$ cat src/rtl/caliptra_apb_req_driver.sv
// Single-outstanding APB requester: turns one valid/ready request into an APB setup/access
// transfer and returns read data and error status. Optional access timeout: CALIPTRA_APB_DRV_TIMEOUT_EN.
`ifndef CALIPTRA_APB_ADDR_WIDTH
`define CALIPTRA_APB_ADDR_WIDTH 32
`endif
`ifndef CALIPTRA_APB_DATA_WIDTH
`define CALIPTRA_APB_DATA_WIDTH 32
`endif
`ifndef CALIPTRA_APB_USER_WIDTH
`define CALIPTRA_APB_USER_WIDTH 32
`endif

module caliptra_apb_req_driver #(
    parameter int ADDR_W         = `CALIPTRA_APB_ADDR_WIDTH,
    parameter int DATA_W         = `CALIPTRA_APB_DATA_WIDTH,
    parameter int USER_W         = `CALIPTRA_APB_USER_WIDTH,
    parameter int TIMEOUT_CYCLES = 1024
) (
    input  logic              core_clk,
    input  logic              core_rst,
    input  logic              req_valid,
    output logic              req_ready,
    input  logic              req_write,
    input  logic [ADDR_W-1:0] req_addr,
    input  logic [DATA_W-1:0] req_wdata,
    input  logic [USER_W-1:0] req_user,
    output logic              rsp_valid,
    input  logic              rsp_ready,
    output logic [DATA_W-1:0] rsp_rdata,
    output logic              rsp_err,
    output logic              rsp_timeout,
    output logic [ADDR_W-1:0] paddr,
    output logic              psel,
    output logic              penable,
    output logic              pwrite,
    output logic [DATA_W-1:0] pwdata,
    output logic [USER_W-1:0] pauser,
    output logic [2:0]        pprot,
    input  logic              pready,
    input  logic [DATA_W-1:0] prdata,
    input  logic              pslverr,
    output logic              busy
);

    if (TIMEOUT_CYCLES < 1 || TIMEOUT_CYCLES > 65535) begin : g_bad_timeout
        $error("TIMEOUT_CYCLES must lie in 1..65535");
    end

    typedef enum logic [1:0] {IDLE, SETUP, ACCESS, RESP} state_t;

    state_t              state_q,     state_d;
    logic                req_ready_q, req_ready_d;
    logic                rsp_valid_q, rsp_valid_d;
    logic [DATA_W-1:0]   rsp_rdata_q, rsp_rdata_d;
    logic                rsp_err_q,   rsp_err_d;
    logic                psel_q,      psel_d;
    logic                penable_q,   penable_d;
    logic                pwrite_q,    pwrite_d;
    logic                write_q,     write_d;
    logic [ADDR_W-1:0]   addr_q,      addr_d;
    logic [DATA_W-1:0]   wdata_q,     wdata_d;
    logic [USER_W-1:0]   user_q,      user_d;
    logic                busy_q,      busy_d;

`ifdef CALIPTRA_APB_DRV_TIMEOUT_EN
    localparam logic [15:0] WAIT_LIMIT = 16'(TIMEOUT_CYCLES - 1);
    logic [15:0]         wait_cnt_q,  wait_cnt_d;
    logic                rsp_timeout_q, rsp_timeout_d;
`endif

    always_comb begin
        // NOTE: every _d starts as its _q so a branch that skips a signal cannot infer a latch.
        state_d     = state_q;
        req_ready_d = req_ready_q;
        rsp_valid_d = rsp_valid_q;
        rsp_rdata_d = rsp_rdata_q;
        rsp_err_d   = rsp_err_q;
        psel_d      = psel_q;
        penable_d   = penable_q;
        pwrite_d    = pwrite_q;
        write_d     = write_q;
        addr_d      = addr_q;
        wdata_d     = wdata_q;
        user_d      = user_q;
        busy_d      = busy_q;
`ifdef CALIPTRA_APB_DRV_TIMEOUT_EN
        wait_cnt_d    = wait_cnt_q;
        rsp_timeout_d = rsp_timeout_q;
`endif

        unique case (state_q)
            IDLE: begin
                if (req_valid) begin
                    state_d     = SETUP;
                    write_d     = req_write;
                    addr_d      = req_addr;
                    wdata_d     = req_wdata;
                    user_d      = req_user;
                    req_ready_d = 1'b0;
                    busy_d      = 1'b1;
                    psel_d      = 1'b1;
                    pwrite_d    = req_write;
                end
            end
            SETUP: begin
                state_d   = ACCESS;
                penable_d = 1'b1;
`ifdef CALIPTRA_APB_DRV_TIMEOUT_EN
                wait_cnt_d = '0;
`endif
            end
            ACCESS: begin
                if (pready) begin
                    state_d     = RESP;
                    rsp_valid_d = 1'b1;
                    rsp_rdata_d = write_q ? '0 : prdata;
                    rsp_err_d   = pslverr;
                    psel_d      = 1'b0;
                    penable_d   = 1'b0;
                    pwrite_d    = 1'b0;
`ifdef CALIPTRA_APB_DRV_TIMEOUT_EN
                    rsp_timeout_d = 1'b0;
                end else if (wait_cnt_q == WAIT_LIMIT) begin
                    // This is the TIMEOUT_CYCLES-th cycle without pready: abandon the transfer.
                    state_d       = RESP;
                    rsp_valid_d   = 1'b1;
                    rsp_rdata_d   = '0;
                    rsp_err_d     = 1'b1;
                    rsp_timeout_d = 1'b1;
                    psel_d        = 1'b0;
                    penable_d     = 1'b0;
                    pwrite_d      = 1'b0;
                end else begin
                    wait_cnt_d = wait_cnt_q + 16'd1;
`endif
                end
            end
            RESP: begin
                if (rsp_ready) begin
                    state_d     = IDLE;
                    rsp_valid_d = 1'b0;
                    req_ready_d = 1'b1;
                    busy_d      = 1'b0;
                end
            end
            default: state_d = IDLE;
        endcase
    end

    // NOTE: sequential state uses non-blocking assignments only, so every flop sees pre-edge values.
    always_ff @(posedge core_clk or posedge core_rst) begin
        if (core_rst) begin
            state_q     <= IDLE;
            req_ready_q <= 1'b1;
            rsp_valid_q <= 1'b0;
            rsp_rdata_q <= '0;
            rsp_err_q   <= 1'b0;
            psel_q      <= 1'b0;
            penable_q   <= 1'b0;
            pwrite_q    <= 1'b0;
            write_q     <= 1'b0;
            addr_q      <= '0;
            wdata_q     <= '0;
            user_q      <= '0;
            busy_q      <= 1'b0;
`ifdef CALIPTRA_APB_DRV_TIMEOUT_EN
            wait_cnt_q    <= '0;
            rsp_timeout_q <= 1'b0;
`endif
        end else begin
            state_q     <= state_d;
            req_ready_q <= req_ready_d;
            rsp_valid_q <= rsp_valid_d;
            rsp_rdata_q <= rsp_rdata_d;
            rsp_err_q   <= rsp_err_d;
            psel_q      <= psel_d;
            penable_q   <= penable_d;
            pwrite_q    <= pwrite_d;
            write_q     <= write_d;
            addr_q      <= addr_d;
            wdata_q     <= wdata_d;
            user_q      <= user_d;
            busy_q      <= busy_d;
`ifdef CALIPTRA_APB_DRV_TIMEOUT_EN
            wait_cnt_q    <= wait_cnt_d;
            rsp_timeout_q <= rsp_timeout_d;
`endif
        end
    end

    assign req_ready = req_ready_q;
    assign rsp_valid = rsp_valid_q;
    assign rsp_rdata = rsp_rdata_q;
    assign rsp_err   = rsp_err_q;
    assign paddr     = addr_q;
    assign psel      = psel_q;
    assign penable   = penable_q;
    assign pwrite    = pwrite_q;
    assign pwdata    = wdata_q;
    assign pauser    = user_q;
    assign pprot     = 3'b000;
    assign busy      = busy_q;
`ifdef CALIPTRA_APB_DRV_TIMEOUT_EN
    assign rsp_timeout = rsp_timeout_q;
`else
    assign rsp_timeout = 1'b0;
`endif

endmodule

$ cat config.mk
export PLATFORM = sky130hd
export DESIGN_NAME = caliptra_apb_req_driver
export DESIGN_NICKNAME = d
export VERILOG_FILES = /design/src/rtl/caliptra_apb_req_driver.sv
export SDC_FILE = /design/constraint.sdc
export NUM_CORES = 1
export LEC_CHECK = 0
export BUFFER_PORTS_ARGS = -buffer_cell sky130_fd_sc_hd__clkbuf_2
export CAP_MARGIN = 25
export CORE_MARGIN = 3
export CORE_UTILIZATION = 49
export DETAILED_ROUTE_END_ITERATION = 8
export PLACE_DENSITY = 0.85
export SLEW_MARGIN = 20
export SYNTH_ARGS = -nofsm -noshare
export SYNTH_HDL_FRONTEND = slang
export SYNTH_SLANG_ARGS = --single-unit
export TNS_END_PERCENT = 100
$ cat constraint.sdc
create_clock -name core_clk -period 7.9 [get_ports core_clk]
set_clock_uncertainty 0.1 [all_clocks]
set_input_delay 2.37 -clock core_clk [delete_from_list [all_inputs] [get_ports core_clk]]
set_output_delay 2.37 -clock core_clk [all_outputs]
set_load 0.05 [all_outputs]
Word level (Yosys, flattened, before mapping) --
Cells that the tools add are included.
Storage, ports and cells: bits in registers 138, logic and storage cells 49
Cells by class: equal/unequal tests 6, reductions and logical operators 12, muxes and demuxes 18
Operators with widths (number):
- $mux 32 | 1
- $pmux 1 s2 | 6
- $reduce_and 3->1 | 4
- $pmux 2 s4 | 1
- $reduce_bool 2->1 | 4
- $mux 1 | 7
- $mux 2 | 3
- $ne 2x2->1 const B | 3
- $reduce_and 2->1 | 3
- $eq 2x2->1 const B | 2
- $eq 2x1->1 const B | 1
- $logic_not 2->1 | 1

Depth between registers and ports, before layout --
depth after elaboration 3, depth in mapped cells 8, gate-level depth less buffers 5

Least setup slack after synthesis --
OpenSTA, ideal clock, no wires.
path kind input to register, start in req_valid, end reg wdata_q[10], in the netlist pwdata[10], cell stages on the path 4, arrival 3.096 ns, setup time 0.125 ns, slack 4.580 ns, buffers on the path 2, cell sequence nand2_2 buf_4 buf_6 mux2_2
Between the ends: cells in the longest elaborated chain, start to end 1
RTL lines:
- start, declared | line 21 | input logic req_valid,
- $reduce_and 2->1 (no line)
- end signal, assigned | line 181 | wdata_q <= wdata_d;
- end, declared | line 61 | logic [DATA_W-1:0] wdata_q, wdata_d;
Every way passes these cells. A chain may end at the register's enable or synchronous reset.

Worst setup path in the final report --
start reg req_ready_q, in the netlist req_ready, end out req_ready
RTL lines:
- start, declared | line 52 | logic req_ready_q, req_ready_d;
- start signal, assigned | line 172 | req_ready_q <= req_ready_d;
- end, declared | line 22 | output logic req_ready,
No word-level cell between the ends.

==> flow_summary.ini <==
[timing]
final-max-slew-violation-count = 0
rsz0062_at_grt = false
max_freq_mhz = 262
fin_crit_sh = 0.483
worst_pin_slew_ns = 0.892
setup_tns_ns = 0
slew_headroom = 0.405
report.final.hold_viol_count = 0
fin_crit_ns = 3.82
setup_viol = 0

[clocking]
holdBufCountCts = 0
root_buffer = clkbuf_8
cts_resized = 0
cts_buffer_depth = 2
clk_pin_slew_ns = 0.06
cts_buffers = 17
clk_latency_ns = 0.52
cts_tree = done
cts_setup_buffers = 0
cts_sinks = 138
htree_num_levels = 4

[detailed_routing]
drt_wl_total_um = 14000
num_vias = 4099
viasPerCell = 5.00
antenna_left = 0
wl_per_cell_um = 17.1
drt-pass1-iter-count = 4
drc = 0
drt_iter0_markers = 204

[grt]
grt_pass1_vias = 4455
grt_max_degree = 98
antenna_found_initial = 0
grt_overflow = 0
track_usage = 0.227
grt_pass1_wl_um = 22200

[setup_path]
cp-end-kind = primary output
cp_max_fo = 3
critPathTopFamily = flip-flops
cp_data_arrival_time_ns = 1.35
criticalPathCategory = flip-flop to primary output
rr_startpoint = state_q[0]
crit_buf_inv = 1
crit_required_ns = 5.43
timing.rr.end = pwdata[16]
crit_path_start_kind = flip-flop
slowest_stage = dfstp_2
worst-r2r-setup-slack_ns = 5.64
reg2regPathDepth = 4
critPathMaxStageDelay_ns = 0.54
crit_chain = clkbuf_2

[finish]
n_fill_cell = 758
syn2layout_area_growth_pct = 36.0
finalNetCount = 811
drive_above_1_share = 0.593
antenna_cells = 0
layoutNonFillerInstCount = 819

[placed_design]
place_inst = 787
globalplace.congestion = 0.816
dp_hpwl_um = 10200
port_buffers = 269

[die]
start_util = 0.517
coreArea_sq_um = 10600
num_io_pins = 274
die_w_um = 112
dieHeight_um = 112
rows = 37
die_area_sq_um = 12500

[synth]
ys_seq_elements = 138
netlist.top_cell.by_area = dfrtp_1
avgSynthCellArea_sq_um = 13.6
synth_area_leaders = dfrtp_1 63%, mux2_2 20%, nand2b_1 3.9%
synthCells = 403
netlist_area_sq_um = 5480
yosysUniqueCellTypes = 26
synth_seq_area_share = 0.630
synth_top_area_frac = 0.625
synth_warnings = 0

[min_path]
min_from = rsp_rdata[9]
min_path_type = flip-flop to flip-flop
hold_end = rsp_rdata[9]
whs_path_depth = 2

[run]
cap_violations = 0

[status]
outcome = complete, no violations
final cells by class:
cell class / instances / area [sq um] / area share
timing repair buffer: 271 / 1360 / 0.183
clock inverter: 10 / 92.6 / 0.0124
tap: 136 / 170 / 0.0228
multi-input combinational: 234 / 1870 / 0.251
inverter: 8 / 32.5 / 0.00436
sequential: 138 / 3450 / 0.463
clock buffer: 22 / 473 / 0.0634
Yosys cell counts, drive strengths merged:
| master | count |
|---|---|
| mux2 | 98 |
| o21a | 1 |
| o21ai | 36 |
| ha | 6 |
| conb | 1 |
| dfrtp | 137 |
| or2 | 1 |
| buf | 17 |
| nand2 | 38 |
| a21oi | 4 |
| o22ai | 2 |
| clkbuf | 9 |
| nand3 | 2 |
| nand2b | 34 |
| nor2b | 1 |
| inv | 8 |
| nor2 | 1 |
| a221oi | 2 |
| mux2i | 2 |
| dfstp | 1 |
| a22o | 2 |
layout by cell type (no fill, tap or decap), types with 5 or more instances in the layout:
cell type   count
ha_1            6
dfrtp_1       137
nand2b_1       34
o21ai_0        36
clkbuf_16      16
mux2_2         98
clkbuf_8        5
inv_1           7
nand2_1        37
clkinvlp_4      7
clkbuf_2      269
stage by stage:
step	cell area (sq um)	setup slack (ns)	hold WS, ns	utilization
global placement	6880	3.83	0.361	0.649
global route	7460	4.03	0.416	0.703
detailed placement	6890	3.77	0.369	0.650
finish	7460	4.08	0.381	0.703
floorplan	5490	1.74	0.459	-
CTS	7460	4.05	0.383	0.703
metal layers:
metal,routed length (um),share of wire,vias to the layer above,GRT usage
li1,-,-,1895,-
met1,4990,0.36,1966,0.239
met2,7260,0.52,194,0.395
met3,1110,0.080,44,0.0799
met4,603,0.043,0,0.127
met5,0,0,-,0
sequential cells by signal (all words and copies together), names as in the netlist, 2 cells and up:
signal,flops
pauser,32
state_q,2
paddr,32
rsp_rdata,32
pwdata,32
worst register-to-register path, cell delays in order (launching register included):
cell and delay [ns]:
dfrtp_1 0.40, inv_1 0.15, ha_1 0.43, nand2_8 0.46
mux2_2 0.60
how the worst max path moves through the flow:
stage / cells after the start / start / slack [ns] / end
floorplan: 1 / core_rst / 1.74 / busy
global placement: 3 / req_valid / 3.83 / pauser[24]
detailed placement: 3 / core_rst / 3.77 / pwdata[30]
CTS: 1 / req_ready / 4.05 / req_ready
global route: 1 / req_ready / 4.03 / req_ready
finish: 1 / req_ready / 4.08 / req_ready
cell families after synthesis:
family,Yosys count,synth area share
other,1,0.000684
DFF,138,0.630
AOI/OAI and AO/OA,47,0.0477
adders and majority gates,6,0.0137
muxes,100,0.205
and+or+nand+nor,77,0.0701
buffers and inverters,34,0.0326
Power is left out: the tool's default activity adds up to more than one toggle a clock period on the data nets, which glitch-free logic cannot reach.
